<file path="src/rtl/pll_lock_sequencer.sv">
// pll_lock_sequencer: drives the iCE40 PLL active-low reset from the raw
// reference clock. It qualifies the asynchronous PLL LOCK and releases the
// system reset only after lock has been continuously stable. A lock loss
// re-sequences the PLL, and a missing lock is retried automatically.
//
// Ports:
//   REFERENCECLK  in   reference clock, the only clock of this block
//   RESET         in   synchronous active-low reset
//   LOCK          in   PLL lock, asynchronous to REFERENCECLK
//   PLL_RESETB    out  active-low reset to the PLL RESETB pin
//   SYS_RESETN    out  active-low system reset, high only in RUN
//   READY         out  high only in RUN, mirrors SYS_RESETN
//   RETRY_CNT     out  saturating count of lock-timeout retries
//   RELOCK_CNT    out  saturating count of lock losses seen in RUN
module pll_lock_sequencer #(
    parameter int unsigned PLL_RST_CYCLES     = 16,
    parameter int unsigned LOCK_TIMEOUT       = 12000,
    parameter int unsigned LOCK_STABLE_CYCLES = 1200
) (
    input  logic       REFERENCECLK,
    input  logic       RESET,
    input  logic       LOCK,
    output logic       PLL_RESETB,
    output logic       SYS_RESETN,
    output logic       READY,
    output logic [3:0] RETRY_CNT,
    output logic [7:0] RELOCK_CNT
);

    localparam int unsigned MAX_AB  = (PLL_RST_CYCLES > LOCK_TIMEOUT) ? PLL_RST_CYCLES : LOCK_TIMEOUT;
    localparam int unsigned CNT_MAX = (MAX_AB > LOCK_STABLE_CYCLES) ? MAX_AB : LOCK_STABLE_CYCLES;
    localparam int unsigned CNT_W   = (CNT_MAX > 2) ? $clog2(CNT_MAX) : 1;

    localparam logic [CNT_W-1:0] RST_LAST     = CNT_W'(PLL_RST_CYCLES - 1);
    localparam logic [CNT_W-1:0] TIMEOUT_LAST = CNT_W'(LOCK_TIMEOUT - 1);
    localparam logic [CNT_W-1:0] STABLE_LAST  = CNT_W'(LOCK_STABLE_CYCLES - 1);

    typedef enum logic [3:0] {
        S_PLLRST   = 4'b0001,
        S_WAITLOCK = 4'b0010,
        S_STABLE   = 4'b0100,
        S_RUN      = 4'b1000
    } state_t;

    state_t            state;
    state_t            next_state;
    logic [CNT_W-1:0]  cnt;
    logic              lock_meta;
    logic              lock_s;
    logic              retry_inc;
    logic              relock_inc;
    logic              pll_resetb_d;
    logic              sys_resetn_d;

    // Two-flop synchronizer for the asynchronous LOCK
    always_ff @(posedge REFERENCECLK) begin
        if (!RESET) begin
            lock_meta <= 1'b0;
            lock_s    <= 1'b0;
        end else begin
            lock_meta <= LOCK;
            lock_s    <= lock_meta;
        end
    end

    // State register and shared cycle counter (cleared on every state change)
    always_ff @(posedge REFERENCECLK) begin
        if (!RESET) begin
            state <= S_PLLRST;
            cnt   <= '0;
        end else begin
            state <= next_state;
            if (next_state != state) begin
                cnt <= '0;
            end else if (state != S_RUN) begin
                cnt <= cnt + CNT_W'(1);
            end
        end
    end

    // Next-state logic; lock takes priority over the timeout in WAITLOCK
    always_comb begin
        next_state = state;
        retry_inc  = 1'b0;
        relock_inc = 1'b0;
        unique case (state)
            S_PLLRST: begin
                if (cnt == RST_LAST) begin
                    next_state = S_WAITLOCK;
                end
            end
            S_WAITLOCK: begin
                if (lock_s) begin
                    next_state = S_STABLE;
                end else if (cnt == TIMEOUT_LAST) begin
                    next_state = S_PLLRST;
                    retry_inc  = 1'b1;
                end
            end
            S_STABLE: begin
                if (!lock_s) begin
                    next_state = S_WAITLOCK;
                end else if (cnt == STABLE_LAST) begin
                    next_state = S_RUN;
                end
            end
            S_RUN: begin
                if (!lock_s) begin
                    next_state = S_PLLRST;
                    relock_inc = 1'b1;
                end
            end
            default: begin
                next_state = S_PLLRST;
            end
        endcase
    end

    // Output decode from the next state so the registered outputs track state
    always_comb begin
        pll_resetb_d = 1'b1;
        sys_resetn_d = 1'b0;
        if (next_state == S_PLLRST) begin
            pll_resetb_d = 1'b0;
        end
        if (next_state == S_RUN) begin
            sys_resetn_d = 1'b1;
        end
    end

    // Registered outputs and saturating event counters
    always_ff @(posedge REFERENCECLK) begin
        if (!RESET) begin
            PLL_RESETB <= 1'b0;
            SYS_RESETN <= 1'b0;
            READY      <= 1'b0;
            RETRY_CNT  <= '0;
            RELOCK_CNT <= '0;
        end else begin
            PLL_RESETB <= pll_resetb_d;
            SYS_RESETN <= sys_resetn_d;
            READY      <= sys_resetn_d;
            if (retry_inc && (RETRY_CNT != 4'hF)) begin
                RETRY_CNT <= RETRY_CNT + 4'd1;
            end
            if (relock_inc && (RELOCK_CNT != 8'hFF)) begin
                RELOCK_CNT <= RELOCK_CNT + 8'd1;
            end
        end
    end

endmodule

</file>
<file path="config.mk">
export PLATFORM = sky130hd
export DESIGN_NAME = pll_lock_sequencer
export DESIGN_NICKNAME = d
export VERILOG_FILES = /design/src/rtl/pll_lock_sequencer.sv
export SDC_FILE = /design/constraint.sdc
export NUM_CORES = 1
export LEC_CHECK = 0
export BUFFER_PORTS_ARGS = -buffer_cell sky130_fd_sc_hd__buf_2
export CORE_MARGIN = 5
export CORE_UTILIZATION = 57
export CTS_CLUSTER_DIAMETER = 30
export DETAILED_ROUTE_END_ITERATION = 10
export PLACE_DENSITY = 0.81
export RECOVER_POWER = 50
export SLEW_MARGIN = 40
export SYNTH_ARGS = -nofsm -noshare
export SYNTH_HDL_FRONTEND = slang
export SYNTH_SLANG_ARGS = --single-unit
</file>
<file path="constraint.sdc">
create_clock -name REFERENCECLK -period 2.6 [get_ports REFERENCECLK]
set_input_delay 0.13 -clock REFERENCECLK [delete_from_list [all_inputs] [get_ports REFERENCECLK]]
set_output_delay 0.13 -clock REFERENCECLK [all_outputs]
set_load 0.02 [all_outputs]
</file>
==> metrics.md, run 1 <==
| Metric | Value |
|---|---|
| Number of global-route vias before repair | 1436 |
| Critical path endpoint category | flip-flop |
| Largest net degree at the start of global routing | 15 |
| Vias | 1524 |
| Final worst setup slack | 0.3650 ns |
| Unrepaired setup endpoints after global routing | no |
| Seq/Total Area, Yosys | 39.14% |
| Die X-Extent | roughly 65 um |
| R2R Setup Slk | 0.37 ns |
| Hold Path Depth | 2 |
| Yosys top cell area share | 39.14% |
| CP required | 2.87 ns |
| Met2 WL | 1723 um |
| IO buf count | 17 |
| Highest routed layer | met4 |
| Most frequent cells after synthesis | dfxtp_1, nor3_1, nand2_1, a21oi_1 |
| Cell depth of the worst flop-to-flop path | 4 |
| First-pass DRT Iterations | 4 |
| Max FO, Critical Path | 11 |
| YS warnings | 0 |
| Peak VDD IR | slightly above 400 uV |
| TritonCTS Sinks | 34 |
| CP Launch Type | flip-flop |
| Yosys reg bits | 34 |
| Fin crit share | 85.96% |
| WL met1 | 1648 um |
| Crit path DAT | 2.51 ns |
| Root Buffer | clkbuf_4 |
| DP Worst Slack | 0.3711 ns |
| IO Count | 18 |
| Reg2reg end | RETRY_CNT[3] |
| Antenna-violating nets left | 0 |
| Ranking of synthesized cells by area | dfxtp_1, nor3_1, xnor2_1, a21oi_1, nand4_1 |
| Num CTS Buffers | 5 |
| Max Buffers Root-to-Sink | 2 |
| Synthesized instance count | ~200 |
| Mean Syn Cell Area | 8.828 um^2 |
| Worst hold path endpoint | state[0] |
| Yosys cell types | 46 |
| Initial DRC count | 124 |
| Vias per cell | 6.195 |
| Final Setup Violations | 0 |
| CTS tree | done |
| Setup Crit Path Kind | reg -> reg |
| Final hold vios | 0 |
| Clk slew on worst S/H paths | 0.10 ns |
| Rows | 20 |
| Dominant cell type by area after synthesis | dfxtp_1 |
| FMAX | 447.4 MHz |
| GRT Util Overall | 18.63% |
| Worst r2r src | state[1] |
| Synth Flop Type | dfxtp_1 |
| Status | finished clean |
| Leakage | ~0.63 nW |
| First-pass GRT wire length | between 6000 and 7000 um |
| Minimum clock period | ~2.2 ns |
| Layout area overhead | 6.906% |
| PostCTS Resize Cnt | 0 |
| Die Footprint | 4256 um^2 |
| Hold Crit Class | in -> reg |
| GPL Wtd Cong | around 0.9 |
| Die Y | between 60 and 70 um |
| Core area | 2978 um^2 |
| DRC | 0 |
| Max transition margin | 68.82% |
| Initial antenna violation count | 0 |
| Worst Skew | about 0.010 ns |
| Antenna diodes | 0 |
| Most common cell in the netlist | dfxtp_1 |
| Worst slew pin tran | between 0.4 and 0.5 ns |
| Routed len/inst | 14.61 um |
| Pwr per Cell Area | 464.6 nW/um^2 |
| Worst skew pair latency | 0.34 ns |
| Setup TNS | 0 ns |
| Final nets | 218 |
| Post-synth EDFFs | 0 |
| DR WL met3 | about 170 um |
| Fill count | 275 |
| Share of cells above drive strength 1 | 8.920% |
| Fraction of registers with async set/reset | 0% |
| Hold_sp | RESET |
| Initial Util | 58.40% |
| Grt ovf | 0 |
| Final HPWL DP | 2597 um |
| Mapped Nets | 203 |
| Max Cap Viol | 0 |
| Routed wire length | 3594 um |
| Max-slew violations | 0 |
| CTS H-tree lvls | 2 |
| Synth Cell Area | ~1700 um^2 |
==> cells by family (layout without fill, tap and decap cells) <==
group	Yosys count	count (layout)	share of synthesized area (%)
flops	34	34	39.14
mux	2	2	1.151
compound gates	38	38	14.89
fa+ha+maj	3	3	2.159
buf+inv	20	36	5.972
xor+xnor	13	13	6.547
simple gates	87	87	30.14
==> sequential cells by signal (all words and copies together) (netlist names) <==
| name | count |
|---|---|
| PLL_RESETB | 1 |
| READY | 1 |
| RELOCK_CNT | 8 |
| RETRY_CNT | 4 |
| cnt | 14 |
| lock_meta | 1 |
| lock_s | 1 |
| state | 4 |
==> what timing repair did <==
action / CTS / global route
hold endpoints to repair: 1 / 0
hold buffers: 1 / 0
buffers inserted: 0 / 0
==> worst max-delay path: stages, from the launching register on <==
cell and delay [ns]:
dfxtp_1 0.55, or4b_4 0.55, a311o_1 0.42, or4_1 0.49, a21oi_1 0.16
==> per-layer routing <==
| metal | global-route usage, % | up-vias |
|---|---|---|
| met5 | 0 | - |
| met4 | 7.772 | 0 |
| met3 | 6.154 | 5 |
| met2 | 30.59 | 39 |
| met1 | 22.20 | 709 |
| li1 | - | 771 |
==> how the worst max path moves through the flow <==
stage                               end  depth (start not counted)  slack, ns  startpoint
after floorplan            RETRY_CNT[3]                          5       0.58    state[0]
after global placement    RELOCK_CNT[7]                          4       0.48    state[3]
after detailed placement  RELOCK_CNT[7]                          4       0.37    state[3]
after CTS                 RELOCK_CNT[5]                          4       0.35    state[3]
after global routing      RELOCK_CNT[5]                          5       0.19    state[3]
final                      RETRY_CNT[3]                          4       0.37    state[1]
==> cells in the final DEF, fill, tap and decap left out, types with 3 or more instances in the layout <==
cell type	count
a211oi_1	3
a21oi_1	9
and3_1	4
clkbuf_1	16
clkbuf_4	5
dfxtp_1	34
ha_1	3
inv_1	7
nand2_1	11
nand3_1	8
nand4_1	7
nor2_1	8
nor3_1	16
nor4_1	5
o21ai_0	7
o31ai_1	5
or3_1	5
or4_1	5
xnor2_1	8
xor2_1	5
==> power by group <==
| group | total [mW] | leakage (nW) | switching, mW | internal [mW] |
|---|---|---|---|---|
| Clock | 0.307 | 0.0353 | 0.176 | 0.131 |
| Combinational | 0.0251 | 0.321 | 0.0152 | 0.00995 |
| Sequential | 0.532 | 0.275 | 0.00577 | 0.526 |
| Total | 0.864 | 0.631 | 0.197 | 0.667 |
==> layout make-up <==
| type | instances | area (um^2) | area share [%] |
|---|---|---|---|
| inverter | 7 | 26.28 | 1.413 |
| multi-input combinational | 143 | 954.7 | 51.35 |
| sequential | 34 | 680.7 | 36.61 |
| tap | 33 | 41.29 | 2.221 |
| timing repair buffer | 21 | 96.34 | 5.182 |
| clock buffer | 7 | 55.05 | 2.961 |
| clock inverter | 1 | 5.005 | 0.2692 |
==> metrics by stage <==
stage	cell area (um^2)	std cells	hold slack, ns	util, %	power [mW]
final	1859	246	0.07793	62.44	0.8638
after global routing	1859	246	0.07114	62.44	0.9114
after CTS	1873	245	0.06620	62.90	0.8762
after detailed placement	1803	236	0.3492	60.55	0.5674
after global placement	1803	236	0.3416	60.55	0.5650
after floorplan	1739	197	0.2573	-	0.5604
No activity file was read; power rests on OpenSTA's default activity.
==> inputs of run 2 (changes only) <==
--- a/config.mk
+++ b/config.mk
@@ -6,7 +6,7 @@
 export NUM_CORES = 1
 export LEC_CHECK = 0
 export BUFFER_PORTS_ARGS = -buffer_cell sky130_fd_sc_hd__buf_2
-export CORE_MARGIN = 5
+export CORE_MARGIN = 1.5
 export CORE_UTILIZATION = 57
 export CTS_CLUSTER_DIAMETER = 30
 export DETAILED_ROUTE_END_ITERATION = 10
==> metrics.md, run 2 (synthesis results as in run 1) <==
| Metric | Value |
|---|---|
| Final nets | 218 (unchanged) |
| Die Y | 58.24 um (-11%) |
| GRT Util Overall | 24.01% (+5.4 points) |
| Vias per cell | 6.295 (+1.6%) |
| Largest net degree at the start of global routing | 15 (unchanged) |
| Routed wire length | 3530 um (-1.8%) |
| Setup TNS | 0 ns (unchanged) |
| Multi-input gate area | 950.9 um^2 (-0.39%) |
| Commonest cells after routing, fill and taps aside | dfxtp_1, nor3_1, clkbuf_1 |
| Hold_sp | RESET |
| Worst hold path endpoint | state[0] |
| TritonCTS Sinks | 34 (unchanged) |
| Leakage | 0.6268 nW (-0.71%) |
| Logic pwr share | 2.6% (-0.3 points) |
| Rows | 19 (-5.0%) |
| DRC | 0 (unchanged) |
| Worst Setup SP | state[1] |
| First-pass DRT Iterations | 4 (unchanged) |
| Worst r2r src | state[1] |
| R2R Setup Slk | 0.32 ns (-0.04 ns) |
| Final Setup Violations | 0 (unchanged) |
| Die Footprint | 3391 um^2 (-20%) |
| Fin crit share | 87.58% (+1.6 points) |
| CP required | 2.88 ns (about the same) |
| Max Cap Viol | 0 (unchanged) |
| Num CTS Buffers | 5 (unchanged) |
| Final HPWL DP | 2517 um (-3.1%) |
| Initial antenna violation count | 0 (unchanged) |
| Power Total | 0.9465 mW (+9.6%) |
| Switching Share | 22.12% (-0.69 points) |
| Clk slew on worst S/H paths | 0.11 ns (about the same) |
| Crit path DAT | 2.56 ns (+0.05 ns) |
| Hold Buf Count CTS | 1 (unchanged) |
| Final core utilization | 66.17% (+3.7 points) |
| Max Buffers Root-to-Sink | 2 (unchanged) |
| IO buf count | 17 (unchanged) |
| Final hold vios | 0 (unchanged) |
| Grt ovf | 0 (unchanged) |
| Initial Util | 61.48% (+3.1 points) |
| Setup Crit Path Kind | reg -> reg |
| Seq pwr share | 56.2% (-5.3 points) |
| Hold Path Depth | 2 (unchanged) |
| GPL Wtd Cong | 0.9860 (+7.0%) |
| Layout area overhead | 7.626% |
| Critical path endpoint category | flip-flop |
| Antenna-violating nets left | 0 (unchanged) |
| Max FO, Critical Path | 11 (unchanged) |
| Max transition margin | 57.69% (-11 points) |
| CP Launch Type | flip-flop |
| Slowest cell on the critical path | or4b_1 |
| Worst slew pin tran | 0.6347 ns (+0.1690 ns) |
| Antenna diodes | 0 (unchanged) |
| Number of global-route vias before repair | 1432 (-0.28%) |
| Worst path cell trace | or4b_1 > a311o_1 > or4_1 > a21oi_1 |
| Peak VDD IR | 385.9 uV (-4.5%) |
| Share of cells above drive strength 1 | 8.451% (-0.47 points) |
| Minimum clock period | 2.277 ns (+0.04198 ns) |
| Largest reg by FF count | cnt |
| Core area | 2829 um^2 (-5.0%) |
| Slowest stage delay, CP | 0.59 ns (+0.04 ns) |
| Clock power share | 41.2% (+5.7 points) |
| Root Buffer | clkbuf_4 |
| Worst skew pair latency | 0.34 ns (about the same) |
| Worst Skew | 0.004872 ns (-0.005166 ns) |
| Status | finished clean |
| Storage cell area | 680.7 um^2 (unchanged) |
| Routed len/inst | 14.47 um (-0.98%) |
| Unrepaired setup endpoints after global routing | no |
| P_int | 0.7371 mW (+11%) |
| First-pass GRT wire length | 6292 um (+1.3%) |
| Initial DRC count | 85 (-31%) |
| Hold Crit Class | in -> reg |
| P_sw | 0.2094 mW (+6.2%) |
| Post-CTS Setup Bufs | 0 (unchanged) |
| Cell depth of the worst flop-to-flop path | 4 (unchanged) |
| Vias | 1536 (+0.79%) |
| IO Count | 18 (unchanged) |
| Die X-Extent | 58.24 um (-11%) |
| Largest register FFs | 14 (unchanged) |
| Reg2reg end | RETRY_CNT[3] |
| Max-slew violations | 0 (unchanged) |
| Pwr per Cell Area | 505.6 nW/um^2 (+8.8%) |
| Fill count | 231 (-16%) |
| CTS tree | done |
| PostCTS Resize Cnt | 0 (unchanged) |
| CTS H-tree lvls | 2 (unchanged) |
| FMAX | 439.2 MHz (-1.8%) |
| Commonest non-fill, non-tap cell in the layout | dfxtp_1 |
| Top flop regs | cnt (14), RELOCK_CNT (8) |
run 2: cell types whose count changed in the layout (fill, tap and decap cells not counted):
cell / previous run / this run
buf_2: 2 / 3
buf_4: 2 / 1
bufinv_16: 0 / 1
clkbuf_2: 1 / 0
clkbuf_8: 1 / 0
clkinv_2: 1 / 0
clkinvlp_4: 0 / 2
or4b_1: 0 / 1
or4b_4: 1 / 0
run 2: worst max path at each step:
stage                         end  slack [ns]
global placement    RELOCK_CNT[5]        0.50
CTS                 RELOCK_CNT[7]        0.33
finish               RETRY_CNT[3]        0.32
global route         RETRY_CNT[3]        0.22
detailed placement  RELOCK_CNT[7]        0.34
floorplan            RETRY_CNT[3]        0.58
run 2: per-stage QoR:
step                setup slack [ns]  std cells  hold WS, ns  area [um^2]
floorplan                     0.5821        197       0.2573         1739
global placement              0.4979        234       0.3366         1800
detailed placement            0.3420        234       0.3443         1800
CTS                           0.3294        243      0.05386         1893
global route                  0.2193        244      0.06846         1872
finish                        0.3230        244      0.06293         1872
run 2: final cells by class:
class / count / share of cell area (%)
Clock inverter: 3 / 2.406
Timing Repair Buffer: 21 / 4.947
Tap cell: 31 / 2.072
Inverter: 7 / 1.404
Sequential cell: 34 / 36.36
Multi-Input combinational cell: 143 / 50.80
Clock buffer: 5 / 2.005
run 2: power by group through the flow:
stage                     sequential, mW  combinational [mW]  clock [mW]
after global placement             0.543              0.0220           0
after floorplan                    0.541              0.0193           0
after global routing               0.534              0.0278       0.416
final                              0.532              0.0242       0.390
after detailed placement           0.544              0.0237           0
after CTS                          0.532              0.0249       0.401
run 2: worst max-delay path: cells and delay by family (launching register included):
kind,cells,cell delay [ns]
AND/OR/NAND/NOR,2,1.08
AO/OA/AOI/OAI,2,0.60
flip-flops,1,0.54
run 2: layer usage:
layer	up-vias	track usage [%]	routed length, um
met5	-	0	0
met4	0	9.967	44
met3	5	4.911	190
met2	41	37.66	1627
met1	718	32.26	1667
li1	772	-	-
